## src/rtl/alu_arbiter_pkg.sv

```systemverilog
// alu_arbiter_pkg
//   Shared definitions for the alu_arbiter slice: datapath word size,
//   opcode width and encodings, and the controller FSM state type.
//   No ports.
package alu_arbiter_pkg;

    localparam int unsigned WORD_SIZE = 16;
    localparam int unsigned OP_W      = 5;

    localparam logic [OP_W-1:0] OP_ADD = 5'd0;
    localparam logic [OP_W-1:0] OP_SUB = 5'd1;

    typedef enum logic [1:0] {
        ST_IDLE = 2'd0,
        ST_EXEC = 2'd1,
        ST_RESP = 2'd2
    } state_t;

    function automatic logic op_supported(input logic [OP_W-1:0] op);
        return (op == OP_ADD) || (op == OP_SUB);
    endfunction

endpackage

```

## src/rtl/alu_arbiter_alu.sv

```systemverilog
// alu
//   Combinational two's-complement ADD/SUB unit with signed-overflow flag.
//   Results wrap modulo 2^WORD_SIZE; unsupported opcodes yield c=0, overflow=0.
// Ports:
//   a, b      in  [WORD_SIZE-1:0]  signed operands
//   op        in  [OP_W-1:0]       opcode (OP_ADD / OP_SUB)
//   c         out [WORD_SIZE-1:0]  result
//   overflow  out                  signed overflow
module alu
    import alu_arbiter_pkg::*;
(
    input  logic [WORD_SIZE-1:0] a,
    input  logic [WORD_SIZE-1:0] b,
    input  logic [OP_W-1:0]      op,
    output logic [WORD_SIZE-1:0] c,
    output logic                 overflow
);

    localparam int unsigned MSB = WORD_SIZE - 1;

    always_comb begin
        c        = '0;
        overflow = 1'b0;
        case (op)
            OP_ADD: begin
                c        = a + b;
                // Same-sign operands producing the opposite sign
                overflow = (a[MSB] == b[MSB]) && (c[MSB] != a[MSB]);
            end
            OP_SUB: begin
                c        = a - b;
                // Differing-sign operands with result sign departing from a
                overflow = (a[MSB] != b[MSB]) && (c[MSB] != a[MSB]);
            end
            default: begin
                c        = '0;
                overflow = 1'b0;
            end
        endcase
    end

endmodule

```

## src/rtl/alu_arbiter.sv

```systemverilog
// alu_arbiter
//   Round-robin arbiter sharing one alu between two requesters. Operands are
//   registered on accept, the alu result is captured in EXEC, and a tagged
//   response is held in RESP until resp_ready.
//   Optional feature macro: ALU_ARB_OVF_STICKY_EN (adds ovf_sticky/ovf_clr).
// Parameters:
//   FIRST_GRANT  requester winning the first contested arbitration after reset
// Ports:
//   clk, rst                      clock, async active-high reset
//   reqN_valid/reqN_ready         request handshake, N = 0,1
//   reqN_a, reqN_b, reqN_op       request operands and opcode
//   resp_valid/resp_ready         response handshake
//   resp_id, resp_c               owning requester, result
//   resp_ovf, resp_err            signed overflow, unsupported opcode
//   ovf_sticky, ovf_clr           per-requester sticky overflow (macro only)
module alu_arbiter
    import alu_arbiter_pkg::*;
#(
    parameter logic FIRST_GRANT = 1'b0
) (
    input  logic                 clk,
    input  logic                 rst,
    input  logic                 req0_valid,
    output logic                 req0_ready,
    input  logic [WORD_SIZE-1:0] req0_a,
    input  logic [WORD_SIZE-1:0] req0_b,
    input  logic [OP_W-1:0]      req0_op,
    input  logic                 req1_valid,
    output logic                 req1_ready,
    input  logic [WORD_SIZE-1:0] req1_a,
    input  logic [WORD_SIZE-1:0] req1_b,
    input  logic [OP_W-1:0]      req1_op,
`ifdef ALU_ARB_OVF_STICKY_EN
    output logic [1:0]           ovf_sticky,
    input  logic [1:0]           ovf_clr,
`endif
    output logic                 resp_valid,
    input  logic                 resp_ready,
    output logic                 resp_id,
    output logic [WORD_SIZE-1:0] resp_c,
    output logic                 resp_ovf,
    output logic                 resp_err
);

    state_t                 r_state;
    state_t                 w_next;
    logic                   r_last;
    logic [1:0]             w_grant;
    logic                   w_accept;
    logic                   w_resp_hs;

    logic [WORD_SIZE-1:0]   r_a;
    logic [WORD_SIZE-1:0]   r_b;
    logic [OP_W-1:0]        r_op;
    logic                   r_id;

    logic [WORD_SIZE-1:0]   r_resp_c;
    logic                   r_resp_ovf;
    logic                   r_resp_err;
    logic                   r_resp_id;

    logic [WORD_SIZE-1:0]   w_alu_c;
    logic                   w_alu_ovf;

    // Contested requests go to the requester not granted last; r_last
    // resets to the opposite of FIRST_GRANT so FIRST_GRANT wins first.
    always_comb begin
        w_grant = '0;
        if (r_state == ST_IDLE) begin
            if (req0_valid && req1_valid) begin
                w_grant = r_last ? 2'b01 : 2'b10;
            end else if (req0_valid) begin
                w_grant = 2'b01;
            end else if (req1_valid) begin
                w_grant = 2'b10;
            end
        end
    end

    assign req0_ready = w_grant[0];
    assign req1_ready = w_grant[1];
    assign w_accept   = (req0_ready && req0_valid) || (req1_ready && req1_valid);
    assign w_resp_hs  = (r_state == ST_RESP) && resp_ready;

    always_comb begin
        w_next = r_state;
        case (r_state)
            ST_IDLE: if (w_accept)  w_next = ST_EXEC;
            ST_EXEC:                w_next = ST_RESP;
            ST_RESP: if (w_resp_hs) w_next = ST_IDLE;
            default:                w_next = ST_IDLE;
        endcase
    end

    always_ff @(posedge clk or posedge rst) begin
        if (rst) begin
            r_state <= ST_IDLE;
        end else begin
            r_state <= w_next;
        end
    end

    always_ff @(posedge clk or posedge rst) begin
        if (rst) begin
            r_a  <= '0;
            r_b  <= '0;
            r_op <= '0;
            r_id <= 1'b0;
        end else if (w_accept) begin
            r_a  <= w_grant[1] ? req1_a  : req0_a;
            r_b  <= w_grant[1] ? req1_b  : req0_b;
            r_op <= w_grant[1] ? req1_op : req0_op;
            r_id <= w_grant[1];
        end
    end

    alu u_alu (
        .a        (r_a),
        .b        (r_b),
        .op       (r_op),
        .c        (w_alu_c),
        .overflow (w_alu_ovf)
    );

    always_ff @(posedge clk or posedge rst) begin
        if (rst) begin
            r_resp_c   <= '0;
            r_resp_ovf <= 1'b0;
            r_resp_err <= 1'b0;
            r_resp_id  <= 1'b0;
        end else if (r_state == ST_EXEC) begin
            r_resp_id <= r_id;
            if (op_supported(r_op)) begin
                r_resp_c   <= w_alu_c;
                r_resp_ovf <= w_alu_ovf;
                r_resp_err <= 1'b0;
            end else begin
                r_resp_c   <= '0;
                r_resp_ovf <= 1'b0;
                r_resp_err <= 1'b1;
            end
        end
    end

    always_ff @(posedge clk or posedge rst) begin
        if (rst) begin
            r_last <= ~FIRST_GRANT;
        end else if (w_resp_hs) begin
            r_last <= r_resp_id;
        end
    end

    assign resp_valid = (r_state == ST_RESP);
    assign resp_id    = r_resp_id;
    assign resp_c     = r_resp_c;
    assign resp_ovf   = r_resp_ovf;
    assign resp_err   = r_resp_err;

`ifdef ALU_ARB_OVF_STICKY_EN
    logic [1:0] r_sticky;
    logic [1:0] w_sticky_set;

    always_comb begin
        w_sticky_set = '0;
        if (w_resp_hs && r_resp_ovf) begin
            w_sticky_set[r_resp_id] = 1'b1;
        end
    end

    // Set is OR-ed after the clear so a coincident set wins.
    always_ff @(posedge clk or posedge rst) begin
        if (rst) begin
            r_sticky <= '0;
        end else begin
            r_sticky <= (r_sticky & ~ovf_clr) | w_sticky_set;
        end
    end

    assign ovf_sticky = r_sticky;
`endif

endmodule
```

## config.mk

```make
export PLATFORM = sky130hd
export DESIGN_NAME = alu_arbiter
export DESIGN_NICKNAME = d
export VERILOG_FILES = /design/src/rtl/alu_arbiter_pkg.sv /design/src/rtl/alu_arbiter_alu.sv /design/src/rtl/alu_arbiter.sv
export SDC_FILE = /design/constraint.sdc
export NUM_CORES = 1
export LEC_CHECK = 0
export ABC_AREA = 1
export BUFFER_PORTS_ARGS = -buffer_cell sky130_fd_sc_hd__buf_4
export CAP_MARGIN = 20
export CORE_MARGIN = 2
export CORE_UTILIZATION = 40
export CTS_BUF_LIST = sky130_fd_sc_hd__clkbuf_8
export CTS_CLUSTER_SIZE = 14
export DETAILED_ROUTE_END_ITERATION = 8
export GPL_TIMING_DRIVEN = 0
export HOLD_SLACK_MARGIN = 0.05
export PLACE_DENSITY = 0.71
export SETUP_SLACK_MARGIN = 0.05
export SKIP_CTS_REPAIR_TIMING = 1
export SYNTH_ARGS = -nofsm -noshare
export SYNTH_HDL_FRONTEND = slang
export SYNTH_SLANG_ARGS = --single-unit
```

## constraint.sdc

```tcl
create_clock -name clk -period 2.2 [get_ports clk]
set_clock_uncertainty 0.05 [all_clocks]
set_input_delay 0.11 -clock clk [delete_from_list [all_inputs] [get_ports clk]]
set_output_delay 0.11 -clock clk [all_outputs]
set_load 0.01 [all_outputs]
```

Word-level counts from Yosys, hierarchy flattened:

Cells that the tools add are included.
W data, S select, Z words.

* bits in registers: 60
* output and inout port bits: 22
* word-level logic and storage cells: 48
* input port bits: 79

* reduce and logical (&&, ||, !) cells: 11
* muxes and demuxes: 16
* equal/unequal tests: 9
* add/subtract/negate cells: 2

Operator list (number)
* $mux W16: 3
* $pmux W16 S2: 1
* $add A16 B16 Y16: 1
* $sub A16 B16 Y16: 1
* $mux W2: 7
* $logic_and A1 B1 Y1: 6
* $pmux W2 S3: 1
* $eq A5 B1 Y1 const B: 1
* $logic_not A5 Y1: 1
* $mux W5: 1
* $ne A1 B1 Y1: 3
* $eq A2 B1 Y1 const B: 1
* $eq A2 B2 Y1 const B: 1
* $logic_not A2 Y1: 1
* $logic_or A1 B1 Y1: 2
* $mux W1: 2
* $ne A2 B1 Y1 const B: 1
* $ne A2 B2 Y1 const B: 1
* $pmux W1 S2: 1
* $reduce_and A2 Y1: 1
* $eq A1 B1 Y1: 1

Longest topological paths before layout:

* word-level depth: 8
* mapped depth: 16
* gate-level depth less buffers: 15

Cells and area by module:

From an unflattened synthesis, not the netlist that was laid out.

* cell total of the unflattened synthesis: 727
* area, all modules: 4758.3 um^2

Modules (own cells, without submodules)
* alu_arbiter: area each 2676.3 um^2, sequential area each 1502.7 um^2, cells an instance 314, instances 1
* alu: area each 2082.0 um^2, sequential area each 0.0 um^2, cells an instance 413, instances 1

Worst setup path after synthesis:

Ideal clock, no wire load.

* path type: reg2reg
* start point: register r_b[0]
* end point: register r_resp_c[14] (netlist: resp_c[14])
* setup time: 0.116 ns
* data required time: 2.034 ns
* stages on the path, launching flop included: 13
* buffers on the path: 0
* setup slack: 0.374 ns
* period minus slack after synthesis: 1.826 ns
* arrival time: 1.660 ns
* path through: dfrtp_1 > ha_1 > fa_1 > nand2_1 > nand2_1 > nand3_1 > nand2_1 > nand3_1 > nand3_1 > nand3_1 > nand2_1 > nand2_1 > nand2_1

* word-level cells in the longest chain between the ends: 3
* elaborated cells on any way between the ends: 4
* those cells by class: 2 x add/sub; 2 x mux

RTL lines
* from (decl): line alu_arbiter.sv:53 `logic [WORD_SIZE-1:0] r_b;`
* from (signal assigned): line alu_arbiter.sv:111 `r_b <= w_grant[1] ? req1_b : req0_b;`
* $sub A16 B16 Y16 / $add A16 B16 Y16 (equally long branches): line alu_arbiter_alu.sv:31, alu_arbiter_alu.sv:26
* $pmux W16 S2 (*): line alu_arbiter_alu.sv:24 `case (op)`
* $mux W16 (*): line alu_arbiter.sv:133 `if (op_supported(r_op)) begin`
* to (signal assigned): line alu_arbiter.sv:134 `r_resp_c <= w_alu_c;`
* to (decl): line alu_arbiter.sv:57 `logic [WORD_SIZE-1:0] r_resp_c;`

Every way passes the cells marked *; elsewhere a longest branch is shown, timed or not.
A chain may end at the register's enable or synchronous reset.

Worst setup path in the final report:

Same ends and word-level chain as after synthesis.

==> reports/results.tsv <==
stage	metric	value	unit
status	outcome	finished, final reports clean	
grt	GRT overflow	0	
worst_setup_path	Critical Path Start Type	flip-flop	
cts	Inserted Clock Buffers	9	
grt	vias in the first global route	4751	
synthesis	Cell variety after synth	32	
synthesis	Cells after Synth	706	
worst_setup_path	worst r2r path cells	12	
sta	fin crit share	91.8	%
place	Port Buffers	100	
final_layout	area delta synth->final	44.0	%
sta	TNS Setup	0	ns
synthesis	Syn. warnings	0	
sta	RSZ-0062 raised after global routing	true	
drt	Post-DRT Antenna Nets	0	
cts	clk_lat worst skew	0.35	ns
final_layout	net count reported at finish	1008	
sta	final hold viol count	0	
power_and_ir_drop	Sw Ratio	52.6	%
grt	first-pass GRT wire length	22500	um
final_layout	share of cells above drive strength 1	21.1	%
final_layout	ANT cells	0	
synthesis	EDFF count, synth	0	
die	die area	0.0124	mm^2
final_layout	fillers	1029	
sta	final worst setup slack	0.180	ns
sta	Fmax achieved	495	MHz
final_layout	post-layout util	58.6	%
grt	antenna violations before repair	0	
drt	DR WL/cell	14.6	um
drt	initial drt markers	318	
synthesis	FF+latch count, synth	60	
sta	max_slew headroom	54.4	%
place	placed inst area	0.00557	mm^2
cts	clock sink count	60	
drt	Detailed Routing Iterations Pass 1	5	
worst_setup_path	Crit Path Class	flip-flop to flip-flop	
sta	Worst Tran Pin Value	0.684	ns
drt	wirelength, routed	15200	um
synthesis	Net Count, Synth	817	
power_and_ir_drop	Gate power share	70.1	%
sta	Max Transition Viols Final	0	
grt	GRT Util Overall	22.4	%
power_and_ir_drop	Clk pwr share	9.5	%
power_and_ir_drop	static leakage	3.49	nW
die	IO Count	101	
flow_run	max_cap viols	0	
place	gpl congestion	0.934	
grt	largest net degree at the start of global routing	38	
worst_setup_path	Req. time, crit path	2.39	ns
die	Core ar.	0.0114	mm^2
synthesis	Netlist Area Pre-Place	0.00462	mm^2
synthesis	syn_area_per_cell	6.55	um^2
die	Die X	112	um
power_and_ir_drop	worst vdd ir	659	uV
die	# rows	39	
min_path	Hold Path Cell Cnt	4	
worst_setup_path	worst endpoint data arrival time	2.21	ns
place	DP HPWL	10700	um
synthesis	FFs w/ async S/R, synth	100	%
cts	Clock Tree Buf Depth	2	
place	Setup WS pre-CTS	0.0275	ns
worst_setup_path	Crit. End Element	flip-flop	
cts	CTS tree	yes	
die	Starting Density	40.7	%
final_layout	fin area	0.00666	mm^2
drt	DR vias/cell	5.03	
sta	Period minus WS final	2.02	ns
drt	via count	5252	
die	DIE HEIGHT	112	um
power_and_ir_drop	NetSw	5.32	mW
power_and_ir_drop	Cell Int Power	4.80	mW
power_and_ir_drop	sequential power share	20.5	%
min_path	HP Class	input port to flip-flop	
cts	CTS root buf	clkbuf_8	
worst_setup_path	Max Fanout on Critical Path	4	
cts	htree depth	3	
drt	DRC Markers	0	
power_and_ir_drop	pwr/cell area	1520	mW/mm^2
sta	Final Setup Violations	0	
synthesis	sequential-to-total area share from yosys stat	32.5	%
synthesis	Top FF cell, synth	dfrtp_1	
cts	Clk pin slew, worst setup/hold paths	0.09	ns
## kinds of logic after synthesis
group / after synthesis / synth area share [%]
AOI/OAI and AO/OA: 74 / 9.61
adders and majority gates: 32 / 8.99
buffers and inverters: 122 / 11.0
DFF: 60 / 32.5
muxes: 1 / 0.244
and+or+nand+nor: 417 / 37.7
## cells in the mapped netlist (3+ instances only)
cell / count / area (um^2)
o21ai_0: 16 / 80.1
nor2_1: 43 / 161
clkbuf_1: 6 / 22.5
buf_2: 11 / 55.1
nand2_1: 256 / 961
and2_1: 3 / 18.8
ha_1: 30 / 375
nand4_1: 9 / 56.3
a21oi_1: 25 / 125
nand2_2: 5 / 31.3
a31oi_1: 7 / 43.8
inv_1: 91 / 342
inv_2: 4 / 15.0
o211ai_1: 18 / 135
nand3_1: 95 / 475
dfrtp_1: 59 / 1480
buf_4: 7 / 52.6
## power groups by stage
stage | sequential (mW) | combinational, mW | clock [mW]
2_1_floorplan | 2.02 | 4.54 | 0
3_3_place_gp | 2.05 | 6.27 | 0
3_5_place_dp | 2.08 | 6.30 | 0
4_1_cts | 2.05 | 6.34 | 0.972
5_1_grt | 2.14 | 8.01 | 1.03
6_report | 2.07 | 7.09 | 0.957
## layout make-up
| class | count | area (um^2) | area share [%] |
|---|---|---|---|
| buffer | 26 | 159 | 2.39 |
| clock buffer | 11 | 151 | 2.27 |
| clock inverter | 4 | 25.0 | 0.376 |
| inverter | 96 | 360 | 5.41 |
| multi-input combinational | 524 | 2730 | 40.9 |
| sequential | 60 | 1500 | 22.6 |
| tap | 143 | 179 | 2.69 |
| timing repair buffer | 180 | 1550 | 23.3 |
## flip-flops by register name, indices dropped and copies added (netlist names)
| signal | count |
|---|---|
| r_a | 16 |
| r_b | 16 |
| resp_c | 16 |
| r_op | 5 |
| r_state | 2 |
| r_id | 1 |
| r_last | 1 |
| resp_err | 1 |
| resp_id | 1 |
| resp_ovf | 1 |
## worst max-delay path: stages, from the launching register on
cell     delay, ns
dfrtp_2       0.45
ha_4          0.20
fa_2          0.40
nand2_1       0.11
nand2_1       0.06
nand3_1       0.11
nand2_2       0.09
nand3_2       0.09
nand3_1       0.08
nand3_1       0.11
nand2_2       0.06
nand2_1       0.05
nand2_1       0.04
## layer usage
metal	routed length, um	GRT usage, %
met1	6580	30.2
met2	7320	36.7
met3	1040	5.17
met4	306	5.84
met5	0	0
## path summary, 6_finish.rpt
| check | end | start | slack (ns) |
|---|---|---|---|
| hold / removal | r_b[1] | req0_valid | 0.29 |
| max in group asynchronous | resp_c[14] | rst | 1.21 |
| hold reg to reg | resp_c[12] | resp_c[12] | 0.43 |
| setup / recovery | resp_c[14] | r_b[0] | 0.18 |
| setup reg to reg | resp_c[14] | r_b[0] | 0.18 |
| min in group asynchronous | r_a[2] | rst | 0.32 |
## stage by stage
stage | hold WS (ns) | power, mW | std cells
2_1_floorplan | 0.167 | 6.57 | 706
3_3_place_gp | 0.266 | 8.32 | 949
3_5_place_dp | 0.134 | 8.38 | 950
4_1_cts | -0.246 | 9.36 | 965
5_1_grt | 0.341 | 11.2 | 1044
6_report | 0.294 | 10.1 | 1044
## layout by cell type, fill, tap and decap left out, types with 5 or more instances in the layout
master	Yosys	final
nand2_1	256	250
buf_4	7	109
nand3_1	95	93
inv_1	91	87
dlygate4sd3_1	0	76
dfrtp_1	59	58
nor2_1	43	38
ha_1	30	23
a21oi_1	25	20
o211ai_1	18	18
o21ai_0	16	15
nand2_2	5	11
clkbuf_8	0	11
buf_2	11	10
nand4_1	9	9
inv_2	4	8
a21oi_2	2	7
a31oi_1	7	7
clkbuf_1	6	6
nor2_2	1	5
ha_2	0	5
Power figures use the tool's default switching activity.
